## src/rtl/keypad_scanner.sv

```systemverilog
// rtl/keypad_scanner.sv - 4x4 keypad scanner with debounce, key-code FIFO and 32-bit IO read word.
// Optional key auto-repeat is compiled in when KEYPAD_REPEAT_EN is defined.
module keypad_scanner #(
  parameter int SCAN_DIV       = 1000,
  parameter int DEBOUNCE_SCANS = 4,
  parameter int FIFO_DEPTH     = 4
`ifdef KEYPAD_REPEAT_EN
  , parameter int REPEAT_SCANS = 64
`endif
) (
  input  logic        clk,
  input  logic        rst,
  input  logic [3:0]  cols,
  output logic [3:0]  rows,
  input  logic        rdEn,
  output logic [31:0] keyData,
  output logic        keyValid
);

  localparam int DW = $clog2(SCAN_DIV);
  localparam logic [DW-1:0] DIV_LAST = DW'(SCAN_DIV - 1);
  localparam int MW = $clog2(DEBOUNCE_SCANS + 1);
  localparam logic [MW-1:0] MATCH_TGT = MW'(DEBOUNCE_SCANS);
  localparam int PW = (FIFO_DEPTH > 1) ? $clog2(FIFO_DEPTH) : 1;
  localparam logic [PW-1:0] PTR_LAST = PW'(FIFO_DEPTH - 1);
  localparam logic [2:0] DEPTH_C = 3'(FIFO_DEPTH);

  typedef enum logic [1:0] {IDLE, PRESSED, RELEASE} state_t;

  logic [DW-1:0] dwell;
  logic [1:0]    row_idx;
  logic [15:0]   snap, prev_snap, stable;
  logic          commit_req, stable_upd;
  logic [MW-1:0] match_cnt, match_nxt;
  state_t        state, state_nxt;
  logic          push;
  logic [3:0]    push_code, key_code;
  logic          one_hot;
  logic [3:0]    fifo_mem [FIFO_DEPTH];
  logic [PW-1:0] wr_ptr, rd_ptr;
  logic [2:0]    count;
  logic          overflow, pop, full, do_push, drop;

  // Row strobe and column sampling; a full snapshot is committed one cycle after row 3.
  always_ff @(posedge clk) begin
    if (rst) begin
      dwell      <= '0;
      row_idx    <= 2'd0;
      rows       <= 4'b0001;
      snap       <= '0;
      commit_req <= 1'b0;
    end else begin
      commit_req <= 1'b0;
      if (dwell == DIV_LAST) begin
        dwell                      <= '0;
        snap[{row_idx, 2'b00} +: 4] <= cols;
        row_idx                    <= row_idx + 2'd1;
        rows                       <= {rows[2:0], rows[3]};
        if (row_idx == 2'd3) commit_req <= 1'b1;
      end else begin
        dwell <= dwell + 1'b1;
      end
    end
  end

  always_comb begin
    match_nxt = MW'(1);
    if (snap == prev_snap)
      match_nxt = (match_cnt == MATCH_TGT) ? match_cnt : match_cnt + 1'b1;
  end

  always_ff @(posedge clk) begin
    if (rst) begin
      prev_snap  <= '0;
      match_cnt  <= '0;
      stable     <= '0;
      stable_upd <= 1'b0;
    end else begin
      stable_upd <= 1'b0;
      if (commit_req) begin
        prev_snap <= snap;
        match_cnt <= match_nxt;
        if (match_nxt == MATCH_TGT) begin
          stable     <= snap;
          stable_upd <= 1'b1;
        end
      end
    end
  end

  always_comb begin
    key_code = 4'd0;
    for (int i = 0; i < 16; i++)
      if (stable[i]) key_code = 4'(i);
    one_hot = (stable != 16'd0) && ((stable & (stable - 16'd1)) == 16'd0);
  end

`ifdef KEYPAD_REPEAT_EN
  localparam int RW = $clog2(REPEAT_SCANS + 1);
  logic [RW-1:0] rep_cnt;
  logic [3:0]    held_code;
  logic          held_same, rep_hit;

  assign held_same = (stable == (16'd1 << held_code));
  assign rep_hit   = (state == PRESSED) && stable_upd && held_same &&
                     (rep_cnt == RW'(REPEAT_SCANS - 1));

  always_ff @(posedge clk) begin
    if (rst) begin
      rep_cnt   <= '0;
      held_code <= 4'd0;
    end else if (state != PRESSED && state_nxt == PRESSED) begin
      rep_cnt   <= '0;
      held_code <= key_code;
    end else if (state == PRESSED && stable_upd) begin
      rep_cnt <= (held_same && !rep_hit) ? rep_cnt + 1'b1 : '0;
    end
  end
`endif

  // RELEASE shares the IDLE evaluation so a new press on the very next update is not lost.
  always_comb begin
    state_nxt = state;
    push      = 1'b0;
    push_code = key_code;
    if (stable_upd) begin
      case (state)
        IDLE, RELEASE: begin
          state_nxt = IDLE;
          if (one_hot) begin
            push      = 1'b1;
            state_nxt = PRESSED;
          end
        end
        PRESSED: begin
          if (stable == 16'd0) state_nxt = RELEASE;
`ifdef KEYPAD_REPEAT_EN
          else if (rep_hit) begin
            push      = 1'b1;
            push_code = held_code;
          end
`endif
        end
        default: state_nxt = IDLE;
      endcase
    end
  end

  always_ff @(posedge clk) begin
    if (rst) state <= IDLE;
    else     state <= state_nxt;
  end

  function automatic logic [PW-1:0] ptr_inc(input logic [PW-1:0] p);
    return (p == PTR_LAST) ? '0 : p + 1'b1;
  endfunction

  // When full, wr_ptr == rd_ptr, so a simultaneous push overwrites exactly the popped head.
  assign pop     = rdEn && (count != 3'd0);
  assign full    = (count == DEPTH_C);
  assign do_push = push && (!full || pop);
  assign drop    = push && full && !pop;

  always_ff @(posedge clk) begin
    if (do_push) fifo_mem[wr_ptr] <= push_code;
  end

  always_ff @(posedge clk) begin
    if (rst) begin
      wr_ptr   <= '0;
      rd_ptr   <= '0;
      count    <= 3'd0;
      overflow <= 1'b0;
    end else begin
      if (do_push) wr_ptr <= ptr_inc(wr_ptr);
      if (pop)     rd_ptr <= ptr_inc(rd_ptr);
      if (do_push && !pop)      count <= count + 3'd1;
      else if (pop && !do_push) count <= count - 3'd1;
      if (drop)      overflow <= 1'b1;
      else if (rdEn) overflow <= 1'b0;
    end
  end

  assign keyValid = (count != 3'd0);
  assign keyData  = {overflow, 20'd0, count, 3'd0, keyValid,
                     keyValid ? fifo_mem[rd_ptr] : 4'd0};

endmodule
```

## config.mk

```make
export PLATFORM = sky130hd
export DESIGN_NAME = keypad_scanner
export DESIGN_NICKNAME = d
export VERILOG_FILES = /design/src/rtl/keypad_scanner.sv
export SDC_FILE = /design/constraint.sdc
export NUM_CORES = 1
export LEC_CHECK = 0
export CAP_MARGIN = 20
export CELL_PAD_IN_SITES_DETAIL_PLACEMENT = 2
export CELL_PAD_IN_SITES_GLOBAL_PLACEMENT = 2
export CORE_MARGIN = 1
export CORE_UTILIZATION = 36
export CTS_CLUSTER_SIZE = 8
export DETAILED_ROUTE_END_ITERATION = 10
export GPL_TIMING_DRIVEN = 0
export PLACE_DENSITY_LB_ADDON = 0.25
export SYNTH_ARGS = -nofsm -noshare
export SYNTH_HDL_FRONTEND = slang
export SYNTH_SLANG_ARGS = --single-unit
```

## constraint.sdc

```tcl
create_clock -name clk -period 3.47 [get_ports clk]
set_clock_uncertainty 0.05 [all_clocks]
set_input_delay 0.8675 -clock clk [delete_from_list [all_inputs] [get_ports clk]]
set_output_delay 0.8675 -clock clk [all_outputs]
set_load 0.02 [all_outputs]
```

==> flow_summary_export.csv, run 1 <==
group,metric,value,unit
outcome,status,"completed",
synth,ys_ff_latch,97,
timing,hold_viol_final,0,
synth,syn_area_per_cell,9.593,um2
run,cap_violations,0,
timing,maxSlewViolCount,0,
hold_path,hp-class,"flip-flop to flip-flop",
drt,vias,3557,
synth,synth_cell_types,53,
worst_setup_path,reg2reg_to,"count[2]$_SDFFE_PP0P_",
placed_design,placed_area,5131,um2
floorplan,die-area,13360,um2
global_route,grt_pass1_wl,19640,um
synth,ys_top_cells_by_area,"dfxtp_1 (35%), edfxtp_1 (10%), mux2i_1 (8.0%)",
power_and_ir_drop,peakVddDrop,0.0001812,V
power_and_ir_drop,power_density,461.6,nW/um2
power_and_ir_drop,p_seq_share,47.1,%
global_route,grt_max_degree,15,
power_and_ir_drop,p_clk_share,40.0,%
synth,synth_simple_gate_area_share,20.83,%
floorplan,core_area,12620,um2
finish,final_area,5450,um2
clock_network,cts_made_buffers,9,
power_and_ir_drop,p_sw,0.6188,mW
floorplan,die_h,115.6,um
clock_network,cts-root-buf,"clkbuf_16",
hold_path,min_delay_path_depth,1,
drt,wl_per_cell,16.43,um
finish,antenna_cells,0,
synth,synth_edf_count,16,
worst_setup_path,required,3.70,ns
timing,setup_slack,0.2131,ns
power_and_ir_drop,power_frac_comb,12.9,%
worst_setup_path,path_max_fanout,9,
synth,synthArstFlopShare,0,%
hold_path,hold_start,"dwell[0]$_SDFF_PP0_",
clock_network,clkTransAtPathRegs,0.07,ns
power_and_ir_drop,leakage,2.156,nW
finish,fillerInstances,1412,
worst_setup_path,cpMaxStageDelayCell,"nor4_4",
global_route,antenna_found_initial,0,
worst_setup_path,cp_num_buf_inv,2,
placed_design,dp.cells,697,
worst_setup_path,reg2reg_slack,0.21,ns
timing,period_share,93.86,%
finish,layout-drive-gt1-share,10.68,%
worst_setup_path,crit_path_start_kind,"flip-flop",
global_route,grt_overflow,0,
finish,fin_nets,561,
worst_setup_path,arrival,3.49,ns
placed_design,place.gp.congestion,0.7423,
placed_design,numPortBuffers,19,
synth,yosysTopAreaCell,"dfxtp_1",
synth,ys_seq_area_share,45.27,%
floorplan,fp.dieW,115.6,um
timing,setup_viol,0,
worst_setup_path,timing.rr.start,"stable[8]$_SDFFE_PP0P_",
global_route,grt_pass1_vias,3804,
power_and_ir_drop,p_int,1.897,mW
power_and_ir_drop,switching_share,24.60,%
clock_network,tritoncts,"done",
drt,drc,0,
timing,max_clock_freq,0.3070,GHz
synth,yosys.area_share.adder,4.904,%
worst_setup_path,path_cells,"nor4_4 -> nand4_1 -> a211oi_1 -> and4_1 -> buf_2 -> and2_1 -> ha_1 -> inv_1 -> fa_1 -> xor2_1 -> or3_1 -> a21oi_1",
floorplan,ios,44,
synth,synth_top_family_by_area,"simple AND/OR/NAND/NOR gates",
global_route,grt_use_total,19.54,%
clock_network,clk_path_buf_depth,2,
synth,yosysWarnings,0,
drt,drt_iter0_markers,93,
synth,synth_xor_area_share,5.093,%
drt,ant_nets,0,
floorplan,start_util,36.79,%
clock_network,htree_levels,3,
synth,synth_area,4643,um2
worst_setup_path,reg2reg_depth,12,
synth,synthMuxAreaShare,10.16,%
finish,instances_no_fill,715,
clock_network,cts.sinks,97,
synth,synth_compound_area_share,7.195,%
worst_setup_path,cp-end-kind,"flip-flop",
drt,via_per_inst,4.975,
finish,utilization,43.19,%
placed_design,hpwl,8881,um
drt,dr.pass1.iters,4,
timing,tns,0,ns
clock_network,clk_latency,0.35,ns
drt,wl,11750,um
synth,yosys.area.top_type_share,34.92,%
worst_setup_path,critical_path_class,"flip-flop to flip-flop",
worst_setup_path,critPathMaxStageDelay,0.45,ns
synth,netlist_instances,484,
timing,relSlewSlack,51.82,%
timing,min_period,3.257,ns
timing,worst_slew_pin_slew,0.7227,ns
worst_setup_path,cp_top_family,"simple AND/OR/NAND/NOR gates",
placed_design,post-place-ws,-0.1174,ns
floorplan,rows,41,
hold_path,holdPathEnd,"dwell[0]$_SDFF_PP0_",
finish,area_growth,17.38,%
synth,synth_flop_cell,"dfxtp_1",
==> stage by stage <==
stage	total power, mW	hold WS [ns]
floorplan	1.410	0.3675
global placement	1.522	0.3792
detailed placement	1.540	0.3970
CTS	2.550	0.4120
global route	2.625	0.4312
finish	2.516	0.4043
==> cells by family after synthesis <==
group                      Yosys count
and+or+nand+nor                    190
DFF                                 97
AOI/OAI and AO/OA                   55
buffers and inverters               54
muxes                               42
xor gates and xnor gates            27
adders and majority gates           18
other                                1
==> cells in the mapped netlist, types with 2 or more instances <==
| master | count |
|---|---|
| maj3_1 | 2 |
| nand2_1 | 39 |
| and3_1 | 5 |
| nand4_1 | 3 |
| nor4_1 | 5 |
| o31ai_1 | 2 |
| a21oi_1 | 30 |
| xor2_1 | 15 |
| and4_1 | 4 |
| or3_1 | 3 |
| and2_1 | 10 |
| buf_2 | 3 |
| nor4_4 | 3 |
| o21a_1 | 2 |
| ha_1 | 15 |
| mux4_2 | 4 |
| buf_4 | 25 |
| mux2i_1 | 37 |
| edfxtp_1 | 16 |
| a21o_1 | 3 |
| a211oi_1 | 2 |
| xnor2_1 | 12 |
| nand3_1 | 26 |
| nor3b_1 | 4 |
| clkbuf_1 | 14 |
| nand4b_1 | 2 |
| inv_1 | 12 |
| nor4b_1 | 2 |
| o21ai_0 | 6 |
| nor2_1 | 70 |
| nor2b_1 | 2 |
| dfxtp_1 | 81 |
| nor3_1 | 5 |
==> final cells by class <==
| type | count | area [um2] | share of cell area (%) |
|---|---|---|---|
| Timing Repair Buffer | 21 | 205.2 | 3.765 |
| Inverter | 12 | 45.04 | 0.8264 |
| Tap cell | 172 | 215.2 | 3.949 |
| Clock buffer | 15 | 299.0 | 5.487 |
| Buffer | 42 | 255.2 | 4.683 |
| Multi-Input combinational cell | 355 | 2323 | 42.63 |
| Clock inverter | 1 | 5.005 | 0.09183 |
| Sequential cell | 97 | 2102 | 38.57 |
==> power groups by stage <==
| stage | combinational (mW) | sequential, mW | clock (mW) |
|---|---|---|---|
| final | 0.326 | 1.18 | 1.01 |
| after global routing | 0.357 | 1.19 | 1.08 |
| after CTS | 0.330 | 1.19 | 1.04 |
| after detailed placement | 0.329 | 1.21 | 0 |
| after global placement | 0.313 | 1.21 | 0 |
| after floorplan | 0.196 | 1.21 | 0 |
==> layout by cell type, fill, tap and decap left out, types with 4 or more instances in the layout <==
master / synthesis / layout
nor3b_1: 4 / 4
nand2_1: 39 / 39
conb_1: 1 / 23
nor4_1: 5 / 5
mux4_2: 4 / 4
mux2i_1: 37 / 37
clkdlybuf4s50_1: 0 / 19
xor2_1: 15 / 15
clkbuf_16: 0 / 10
a21oi_1: 30 / 30
xnor2_1: 12 / 12
o21ai_0: 6 / 6
nor3_1: 5 / 5
edfxtp_1: 16 / 16
and2_1: 10 / 10
and3_1: 5 / 5
dfxtp_1: 81 / 81
and4_1: 4 / 4
buf_4: 25 / 27
clkbuf_1: 14 / 16
inv_1: 12 / 12
nor2_1: 70 / 70
ha_1: 15 / 15
nand3_1: 26 / 26
==> per-layer routing <==
metal	wire [um]	track usage (%)	vias to the layer above
met4	299	9.351	0
met2	6315	36.37	45
met1	4870	21.95	1764
met5	0	0	-
li1	-	-	1730
met3	265	2.563	18
==> registers in the layout, indices dropped and copies added (netlist names), named ones only <==
signal	cells
fifo_mem	16
prev_snap	16
snap	16
stable	16
dwell	10
rows	4
count	3
match_cnt	3
rd_ptr	2
row_idx	2
state	2
wr_ptr	2
commit_req	1
overflow	1
stable_upd	1
==> worst max path at each step <==
stage | slack (ns) | start | end | depth (start not counted)
4_1_cts | 0.12 | stable[3]$_SDFFE_PP0P_ | count[2]$_SDFFE_PP0P_ | 12
5_1_grt | -0.003 | stable[8]$_SDFFE_PP0P_ | count[2]$_SDFFE_PP0P_ | 12
2_1_floorplan | 0.58 | stable[3]$_SDFFE_PP0P_ | count[2]$_SDFFE_PP0P_ | 12
3_3_place_gp | -0.08 | rdEn | count[2]$_SDFFE_PP0P_ | 12
3_5_place_dp | -0.12 | rdEn | count[2]$_SDFFE_PP0P_ | 12
6_report | 0.21 | stable[8]$_SDFFE_PP0P_ | count[2]$_SDFFE_PP0P_ | 12
==> timing repair <==
action                                  in CTS  in global routing
resized for setup                            0                  0
hold buffers                                 0                  0
buffers inserted                             0                  2
endpoints found under the setup margin       0                  1
Power figures use the tool's default switching activity.
==> run 2: changes to the inputs <==
--- a/config.mk
+++ b/config.mk
@@ -17,3 +17,4 @@
 export SYNTH_ARGS = -nofsm -noshare
 export SYNTH_HDL_FRONTEND = slang
 export SYNTH_SLANG_ARGS = --single-unit
+export TNS_END_PERCENT = 1
==> results of run 2 <==
Same layout as run 1: the final DEF is identical, and so are final timing and power.
==> run 3: changes to the inputs <==
--- a/config.mk
+++ b/config.mk
@@ -5,9 +5,11 @@
 export SDC_FILE = /design/constraint.sdc
 export NUM_CORES = 1
 export LEC_CHECK = 0
+export ABC_CLOCK_PERIOD_IN_PS = 3470
 export CAP_MARGIN = 20
 export CELL_PAD_IN_SITES_DETAIL_PLACEMENT = 2
 export CELL_PAD_IN_SITES_GLOBAL_PLACEMENT = 2
+export CORE_ASPECT_RATIO = 1.25
 export CORE_MARGIN = 1
 export CORE_UTILIZATION = 36
 export CTS_CLUSTER_SIZE = 8
==> run 3 against run 2 <==
- critical path depth did not move
- register-to-register slack got worse by 0.15 ns
- maximum frequency fell by 4.3%
- via count rose by 1.6%
- core utilization rose by 0.55 points
- combinational power barely moved
- worst setup slack got worse by 0.15 ns
- critical path type unchanged
- largest power group unchanged
- highest routed layer unchanged
==> flow_summary_export.csv, run 3 (synthesis results as in run 1) <==
group,metric,value,unit
outcome,status,"completed",
clock_network,tritoncts,"done",
global_route,antenna_found_initial,0,
finish,area_growth,19.27,%
worst_setup_path,worstSetupStartpoint,"stable[6]$_SDFFE_PP0P_",
power_and_ir_drop,peakVddDrop,0.0001730,V
clock_network,cts.sinks,97,
global_route,grt_use_total,18.75,%
drt,wl,12370,um
clock_network,cts_hold_buf,0,
worst_setup_path,reg2reg_slack,0.07,ns
timing,min_period,3.402,ns
timing,max_clock_freq,0.2939,GHz
worst_setup_path,cp_num_buf_inv,2,
worst_setup_path,crit_path_start_kind,"flip-flop",
clock_network,cts_made_buffers,9,
drt,ant_nets,0,
drt,dr.pass1.iters,4,
floorplan,die_h,129.0,um
timing,maxSlewViolCount,0,
finish,layout-drive-gt1-share,12.41,%
worst_setup_path,arrival,3.62,ns
floorplan,rows,46,
drt,drt_iter0_markers,75,
global_route,grt_max_degree,15,
drt,wl_per_cell,17.27,um
clock_network,cts-root-buf,"clkbuf_16",
worst_setup_path,cpMaxStageDelayCell,"nor4_4",
finish,final_common_cell,"dfxtp_1",
worst_setup_path,required,3.68,ns
finish,antenna_cells,0,
floorplan,die-area,13360,um2
run,cap_violations,0,
power_and_ir_drop,leakage,2.210,nW
finish,final_area,5538,um2
placed_design,numPortBuffers,19,
global_route,grt_overflow,0,
floorplan,fp.dieW,103.6,um
global_route,grt_pass1_vias,3801,
hold_path,hp-class,"flip-flop to flip-flop",
floorplan,start_util,36.67,%
timing,hold_viol_final,0,
worst_setup_path,reg2reg_depth,12,
worst_setup_path,critPathMaxStageDelay,0.49,ns
timing,period_share,98.04,%
clock_network,clk_latency,0.34,ns
worst_setup_path,timing.rr.start,"stable[6]$_SDFFE_PP0P_",
drt,via_per_inst,5.047,
worst_setup_path,path_cells,"nor4_4 -> nand4_1 -> a211oi_2 -> and4_1 -> clkbuf_4 -> and2_1 -> ha_1 -> inv_1 -> fa_1 -> xor2_1 -> or3_1 -> a21oi_1",
drt,vias,3614,
timing,relSlewSlack,50.00,%
worst_setup_path,path_max_fanout,9,
placed_design,place.gp.congestion,0.7439,
drt,drc,0,
worst_setup_path,critical_path_class,"flip-flop to flip-flop",
worst_setup_path,cp_top_family,"simple AND/OR/NAND/NOR gates",
clock_network,clkTransAtPathRegs,0.06,ns
clock_network,htree_levels,3,
finish,utilization,43.74,%
power_and_ir_drop,power_density,458.1,nW/um2
timing,tns,0,ns
clock_network,clk_path_buf_depth,2,
finish,layout_common_cells,"dfxtp_1 (79), nor2_1 (70), nand2_1 (39)",
timing,setup_viol,0,
finish,fin_nets,566,
timing,worst_slew_pin_slew,0.7500,ns
worst_setup_path,reg2reg_to,"count[2]$_SDFFE_PP0P_",
worst_setup_path,cp-end-kind,"flip-flop",
placed_design,hpwl,9229,um
global_route,grt_pass1_wl,19330,um
placed_design,placed_area,5126,um2
worst_setup_path,cp.depth,12,
power_and_ir_drop,total_power,2.537,mW
floorplan,ios,44,
floorplan,core_area,12660,um2
worst_setup_path,endpoint,"count[2]$_SDFFE_PP0P_",
==> run 3: metrics by stage <==
step / instances / hold WS [ns] / setup WS (ns)
detailed placement: 693 / 0.3977 / -0.1380
global route: 716 / 0.4258 / -0.1029
CTS: 709 / 0.4096 / 0.001616
floorplan: 506 / 0.3675 / 0.5844
global placement: 693 / 0.3770 / -0.07311
finish: 716 / 0.3994 / 0.06802
==> run 3: what timing repair did <==
action | CTS | global route
gates resized for setup | 1 | 8
setup buffers | 0 | 7
pin swaps | 1 | 5
endpoints found under the setup margin | 1 | 1
==> run 3: where the power goes <==
part | internal [mW] | switching, mW | total, mW
logic | 0.151 | 0.173 | 0.324
registers | 1.16 | 0.0266 | 1.18
clock network | 0.618 | 0.412 | 1.03
==> run 3: cell type report <==
| type | count | area [um2] |
|---|---|---|
| Sequential cell | 97 | 2105 |
| Clock buffer | 14 | 274.0 |
| Clock inverter | 2 | 35.03 |
| Timing Repair Buffer | 26 | 242.7 |
| Inverter | 12 | 45.04 |
| Tap cell | 168 | 210.2 |
| Buffer | 42 | 257.7 |
| Fill cell | 1362 | 7124 |
| Multi-Input combinational cell | 355 | 2369 |
==> run 3: how the worst min path moves through the flow <==
stage                     endpoint           startpoint  cells past startpoint
2_1_floorplan  dwell[0]$_SDFF_PP0_  dwell[0]$_SDFF_PP0_                      1
3_3_place_gp   dwell[0]$_SDFF_PP0_  dwell[0]$_SDFF_PP0_                      1
3_5_place_dp   dwell[0]$_SDFF_PP0_  dwell[0]$_SDFF_PP0_                      1
4_1_cts        dwell[0]$_SDFF_PP0_  dwell[0]$_SDFF_PP0_                      1
5_1_grt        dwell[0]$_SDFF_PP0_  dwell[0]$_SDFF_PP0_                      1
6_report       dwell[0]$_SDFF_PP0_  dwell[0]$_SDFF_PP0_                      1
==> run 3: worst register-to-register path, delay by kind of cell (launching register included) <==
kind / cells / cell delay [ns]
adder cells (fa/ha/maj): 2 / 0.54
AO/OA/AOI/OAI: 2 / 0.46
flip-flops: 1 / 0.37
AND/OR/NAND/NOR: 5 / 1.49
XOR/XNOR: 1 / 0.19
buffers and inverters: 2 / 0.25
==> run 3: routing by layer <==
metal  wire, um  GRT usage [%]  vias to the layer above  share of wire (%)
met3        213          3.597                       17                1.7
met2       7197          38.45                       42                 58
met4        263          6.905                        0                2.1
li1           -              -                     1743                  -
met5          0              0                        -                  0
met1       4689          18.47                     1812                 38
